### src/rtl/fp_pkg.sv
// fp_pkg: shared definitions for the sequential single-precision subtractor.
// Holds the FSM state encoding, IEEE-754 field widths, the exponent bias and
// the canned special results (quiet NaN, signed infinities).
package fp_pkg;

  localparam int EXP_W       = 8;
  localparam int FRAC_W      = 23;
  localparam int MANT_W      = FRAC_W + 1;
  localparam int BIAS        = 127;
  localparam int EXP_SPECIAL = 2 * BIAS + 1;
  localparam int ALIGN_MAX   = 26;
  localparam int CNT_W       = 5;

  localparam logic [31:0] QNAN    = 32'h7FC0_0000;
  localparam logic [31:0] INF_POS = 32'h7F80_0000;
  localparam logic [31:0] INF_NEG = 32'hFF80_0000;

  typedef enum logic [2:0] {
    IDLE,
    LOAD,
    ALIGN,
    SUB,
    NORM,
    PACK
  } state_t;

endpackage

### src/rtl/fp_unpack.sv
// fp_unpack: combinational field splitter for one IEEE-754 single word.
// Ports:
//   word       - packed single-precision value
//   sign       - sign bit
//   expo       - biased exponent field
//   mant       - 24-bit mantissa with the hidden bit restored (0 for zero/denormal)
//   is_zero    - exponent field is 0 (zero or denormal, both treated as zero)
//   is_special - exponent field is all ones (infinity or NaN)
module fp_unpack
  import fp_pkg::*;
(
  input  logic [31:0]       word,
  output logic              sign,
  output logic [EXP_W-1:0]  expo,
  output logic [MANT_W-1:0] mant,
  output logic              is_zero,
  output logic              is_special
);

  // Denormals are flushed: with a zero exponent the whole mantissa reads as
  // zero, otherwise the implicit leading one is prepended to the fraction.
  always_comb begin
    sign       = word[31];
    expo       = word[30:23];
    is_zero    = (word[30:23] == '0);
    is_special = (word[30:23] == EXP_W'(EXP_SPECIAL));
    mant       = is_zero ? '0 : {1'b1, word[22:0]};
  end

endmodule

### src/rtl/fp_sub_seq.sv
// fp_sub_seq: multi-cycle IEEE-754 single-precision subtractor (a - b),
// truncating, one bit of alignment / normalisation shift per clock.
// Ports:
//   clk    - rising-edge clock
//   rst    - synchronous active-high reset
//   start  - request, only looked at while idle
//   a, b   - minuend and subtrahend
//   busy   - high whenever the FSM is not idle
//   done   - one-cycle pulse when result is updated
//   result - registered a - b, held until overwritten by the next operation
module fp_sub_seq
  import fp_pkg::*;
(
  input  logic        clk,
  input  logic        rst,
  input  logic        start,
  input  logic [31:0] a,
  input  logic [31:0] b,
  output logic        busy,
  output logic        done,
  output logic [31:0] result
);

  state_t              state;
  logic [31:0]         a_q;
  logic [31:0]         b_q;
  logic                sx;
  logic                sy;
  logic                rsign;
  logic                nan_flag;
  logic [EXP_W-1:0]    ex;
  logic [MANT_W-1:0]   mx;
  logic [MANT_W-1:0]   my;
  logic [CNT_W-1:0]    cnt;

  logic                ua_sign, ub_sign;
  logic [EXP_W-1:0]    ua_exp, ub_exp;
  logic [MANT_W-1:0]   ua_mant, ub_mant;
  logic                ua_zero, ub_zero;
  logic                ua_special, ub_special;

  logic [EXP_W-1:0]    ea_eff, eb_eff, exp_diff;
  logic                a_is_x;
  logic [CNT_W-1:0]    align_d;
  logic [MANT_W:0]     sum;
  logic                sum_sign;
  logic [31:0]         packed_word;

  fp_unpack u_unpack_a (
    .word       (a_q),
    .sign       (ua_sign),
    .expo       (ua_exp),
    .mant       (ua_mant),
    .is_zero    (ua_zero),
    .is_special (ua_special)
  );

  fp_unpack u_unpack_b (
    .word       (b_q),
    .sign       (ub_sign),
    .expo       (ub_exp),
    .mant       (ub_mant),
    .is_zero    (ub_zero),
    .is_special (ub_special)
  );

  // Operand ordering for LOAD: the operand with the larger exponent becomes X
  // (ties keep a as X), and the alignment distance saturates at 26 because
  // beyond that the smaller mantissa has been shifted out entirely.
  always_comb begin
    ea_eff   = ua_zero ? '0 : ua_exp;
    eb_eff   = ub_zero ? '0 : ub_exp;
    a_is_x   = (ea_eff >= eb_eff);
    exp_diff = a_is_x ? (ea_eff - eb_eff) : (eb_eff - ea_eff);
    align_d  = (exp_diff > EXP_W'(ALIGN_MAX)) ? CNT_W'(ALIGN_MAX)
                                              : exp_diff[CNT_W-1:0];
  end

  // Magnitude add/subtract for the SUB cycle. With unlike signs the smaller
  // mantissa is taken from the larger so the difference never goes negative,
  // and the result takes the sign of whichever magnitude was larger.
  always_comb begin
    sum      = '0;
    sum_sign = sx;
    if (sx == sy) begin
      sum      = {1'b0, mx} + {1'b0, my};
      sum_sign = sx;
    end else if (mx >= my) begin
      sum      = {1'b0, mx} - {1'b0, my};
      sum_sign = sx;
    end else begin
      sum      = {1'b0, my} - {1'b0, mx};
      sum_sign = sy;
    end
  end

  // Final word assembly for PACK. NaN inputs win outright; an empty mantissa
  // or an exponent that underflowed to 0 gives +0; an exponent that carried
  // up to all ones becomes a signed infinity.
  always_comb begin
    packed_word = {rsign, ex, mx[FRAC_W-1:0]};
    if (nan_flag) begin
      packed_word = QNAN;
    end else if ((mx == '0) || (ex == '0)) begin
      packed_word = 32'h0000_0000;
    end else if (ex == EXP_W'(EXP_SPECIAL)) begin
      packed_word = rsign ? INF_NEG : INF_POS;
    end
  end

  // Main sequencer. b is captured with its sign inverted so the rest of the
  // datapath only ever performs a + (-b). ALIGN and NORM move one bit per
  // cycle; NORM always spends one cycle deciding before it shifts, so a value
  // that is already normalised (or zero) leaves NORM after a single cycle.
  always_ff @(posedge clk) begin
    if (rst) begin
      state    <= IDLE;
      busy     <= 1'b0;
      done     <= 1'b0;
      result   <= '0;
      a_q      <= '0;
      b_q      <= '0;
      sx       <= 1'b0;
      sy       <= 1'b0;
      rsign    <= 1'b0;
      nan_flag <= 1'b0;
      ex       <= '0;
      mx       <= '0;
      my       <= '0;
      cnt      <= '0;
    end else begin
      case (state)
        IDLE: begin
          done <= 1'b0;
          if (start) begin
            a_q      <= a;
            b_q      <= {~b[31], b[30:0]};
            nan_flag <= 1'b0;
            busy     <= 1'b1;
            state    <= LOAD;
          end
        end

        LOAD: begin
          if (ua_special || ub_special) begin
            nan_flag <= 1'b1;
            state    <= PACK;
          end else begin
            if (a_is_x) begin
              sx <= ua_sign;
              ex <= ea_eff;
              mx <= ua_mant;
              sy <= ub_sign;
              my <= ub_mant;
            end else begin
              sx <= ub_sign;
              ex <= eb_eff;
              mx <= ub_mant;
              sy <= ua_sign;
              my <= ua_mant;
            end
            cnt   <= align_d;
            state <= (align_d == '0) ? SUB : ALIGN;
          end
        end

        ALIGN: begin
          my  <= my >> 1;
          cnt <= cnt - CNT_W'(1);
          if (cnt == CNT_W'(1)) begin
            state <= SUB;
          end
        end

        SUB: begin
          rsign <= sum_sign;
          if (sum[MANT_W]) begin
            mx <= sum[MANT_W:1];
            ex <= ex + EXP_W'(1);
          end else begin
            mx <= sum[MANT_W-1:0];
          end
          state <= NORM;
        end

        NORM: begin
          if ((mx == '0) || mx[MANT_W-1] || (ex == '0)) begin
            state <= PACK;
          end else begin
            mx <= mx << 1;
            ex <= ex - EXP_W'(1);
          end
        end

        PACK: begin
          result   <= packed_word;
          done     <= 1'b1;
          busy     <= 1'b0;
          nan_flag <= 1'b0;
          state    <= IDLE;
        end

        default: begin
          busy  <= 1'b0;
          done  <= 1'b0;
          state <= IDLE;
        end
      endcase
    end
  end

endmodule

### config.mk
export PLATFORM = sky130hd
export DESIGN_NAME = fp_sub_seq
export DESIGN_NICKNAME = d
export VERILOG_FILES = /design/src/rtl/fp_pkg.sv /design/src/rtl/fp_unpack.sv /design/src/rtl/fp_sub_seq.sv
export SDC_FILE = /design/constraint.sdc
export NUM_CORES = 1
export LEC_CHECK = 0
export ABC_AREA = 1
export BUFFER_PORTS_ARGS = -buffer_cell sky130_fd_sc_hd__buf_2
export CAP_MARGIN = 10
export CELL_PAD_IN_SITES_DETAIL_PLACEMENT = 1
export CELL_PAD_IN_SITES_GLOBAL_PLACEMENT = 2
export CORE_MARGIN = 2
export CORE_UTILIZATION = 36
export DETAILED_ROUTE_END_ITERATION = 8
export HOLD_SLACK_MARGIN = 0.03
export PLACE_DENSITY_LB_ADDON = 0.1
export SYNTH_ARGS = -nofsm -noshare
export SYNTH_HDL_FRONTEND = slang
export SYNTH_SLANG_ARGS = --single-unit
### constraint.sdc
create_clock -name clk -period 5.8 [get_ports clk]
set_clock_uncertainty 0.1 [all_clocks]
set_input_delay 0.29 -clock clk [delete_from_list [all_inputs] [get_ports clk]]
set_output_delay 0.29 -clock clk [all_outputs]
set_load 0.005 [all_outputs]
==> reports/summary.txt <==
DRT antenna net count: 0
Die Y: 207.9 µm
gpl congestion: 0.9532
full die area: 43210 µm²
largest net degree at the start of global routing: 103
commonest cells after routing, fill and taps aside: nand2_1, inv_1, nor2_1
YS warnings: 0
Post-Syn Area: 14960 µm²
max-cap viol count: 0
Design Area, Final: 16610 µm²
# IOs: 101
clock transition at the registers of the reported paths: 0.07 ns
Root Driver: clkbuf_16
Hold Crit Class: in -> reg
top cell type's share of synthesized area: 22.21%
DRT Pass-1 Iters: 6
number of core rows: 74
Diodes inserted: 0
initial antenna violation count: 1
routed vias/inst: 5.245
number of library cell types mapped by synthesis: 42
first-pass GRT wire length: 96950 µm
#FFs+latches synth: 166
Slew Limit Fails: 0
CTS tree: done
# DRC: 0
Most used DFF post-synth: dfxtp_1
vias: 16540
Finished Layout Cells: 3154
Tcrit/Tclk final: 64.85%
r2r startpoint: mx[23]
final hold vios: 0
asr flop ratio synth: 0%
startpoint types: flop
Initial Utilization: 36.56%
Rel. slew slack: 19.41%
Post-synth EDFFs: 0
RSZ-0062 raised after global routing: no
critical path arrival: 4.00 ns
Post-CTS Resized: 0
area grow syn2layout: 11.04%
DR iter-0 viols: 857
Finish-stage setup viols: 0
Tmin final: 3.761 ns
status: complete, no violations
GRT overflow: 0
vias in the first global route: 16970
synth top area cells: dfxtp_1, nand2_1, inv_1, ha_1, a21oi_1
routed wire length: 62200 µm
syn_nets: 2727
final net count: 2778
Die W: 207.9 µm
Num Clock Sinks: 166
WL/cell: 19.72 µm
Hold WS: 0.04752 ns
Cells after Synth: 2559
Worst-Skew Late Latency: 0.45 ns
share of layout cells above drive strength 1: 8.848%
Setup CP Type: reg -> reg
TritonCTS Buffers: 17
most common cell after layout, fill and taps aside: nand2_1
# port buffers: 100
crit path max fanout: 24
maximum root-to-sink buffer count: 2
DP HPWL: 50130 µm
launch point of the worst path: mx[23]
largest area contributor in the netlist: dfxtp_1
Cell Area, Placed: 15620 µm²
CTS H-tree lvls: 4
core area: 40920 µm²
DP Cell Count: 3079
Achievable Freq: 265.9 MHz
sequential element share of the synthesized area: 22.21%
Avg Synthesized Cell Area: 5.847 µm²
Slew @ Worst Pin: 1.207 ns
hold_sp: a[29]
total track usage: 28.64%
Worst Path Required: 6.04 ns
critical path endpoint category: flop
setup TNS: 0 ns
==> worst max-delay path: stages (launching register included) <==
cell and delay [ns]:
dfxtp_1 0.46, inv_1 0.15, ha_1 0.49, inv_1 0.25, nor2_1 0.14, nand2_1 0.13
inv_1 0.06, nand2_2 0.10, nand3_2 0.09, nor2_4 0.62, nand2_2 0.13, nand3_4 0.16
nand2_4 0.11, nand2_4 0.19, nand2_4 0.12, inv_4 0.14, nand2_1 0.07, nand2_1 0.06
nor2_1 0.05
==> sequential cells by signal (all words and copies together), names as in the netlist <==
signal    cells
a_q          32
b_q          32
result       32
mx           24
my           24
ex            8
cnt           5
state         3
busy          1
done          1
nan_flag      1
rsign         1
sx            1
sy            1
==> routing by layer <==
layer	track usage [%]	wire length, µm	up-vias
li1	-	-	8165
met1	36.94	28660	8034
met2	50.36	30230	268
met3	2.012	1364	76
met4	9.831	1939	0
met5	0	0	-
==> logic make-up after synthesis <==
kind of cell | synth area share (%)
flip-flops | 22.21
AO/OA/AOI/OAI | 16.05
AND/OR/NAND/NOR | 36.93
adder cells (fa/ha/maj) | 8.747
buffers and inverters | 13.72
XOR/XNOR | 2.341
==> layout make-up <==
| class | count | area (µm²) |
|---|---|---|
| multi-input cells | 1889 | 9604 |
| repair buffers | 157 | 1039 |
| flip-flops and latches | 166 | 3323 |
| well taps | 532 | 665.6 |
| clock inverters | 13 | 116.4 |
| clock buffers | 18 | 439.2 |
| fillers | 5592 | 24310 |
| inverters | 379 | 1428 |
==> through the flow <==
step / utilization [%] / worst slack, ns
2_1_floorplan: - / 3.096
3_3_place_gp: 38.17 / 2.141
3_5_place_dp: 38.17 / 2.079
4_1_cts: 40.60 / 2.055
5_1_grt: 40.60 / 1.743
6_report: 40.60 / 2.039
==> synthesized netlist by cell type (2+ instances only) <==
cell	n
nand2_2	22
clkbuf_1	75
or2_2	3
a21oi_2	4
o211ai_1	37
ha_1	95
nand4_1	64
a21oi_1	185
nor3_1	15
nand3_1	112
nand2_4	7
o21ai_0	158
nand2_1	844
nor2_1	209
o21bai_1	11
nand3_4	3
fa_1	6
buf_2	23
a31oi_1	23
buf_6	8
buf_4	18
inv_4	2
inv_1	358
inv_2	16
nor2_2	11
nand3_2	5
o21a_1	2
clkinv_1	3
nor2_4	7
a211oi_1	6
o21ai_1	10
nor4_1	4
dfxtp_1	166
xor2_1	34
xnor2_1	6
==> timing repair <==
action                    in CTS  in global routing
hold endpoints to repair      44                  0
hold buffers                  44                  0
buffers inserted               0                  0
==> worst paths after layout <==
kind	to	slack (ns)	cells after the start
min	a_q[29]	0.05	3
max reg2reg	ex[1]	2.04	18
min reg2reg	b_q[6]	0.36	2
max	ex[1]	2.04	18
Power is not shown: default switching activity piles up to over one toggle a cycle in this logic, so the estimate is an artifact.
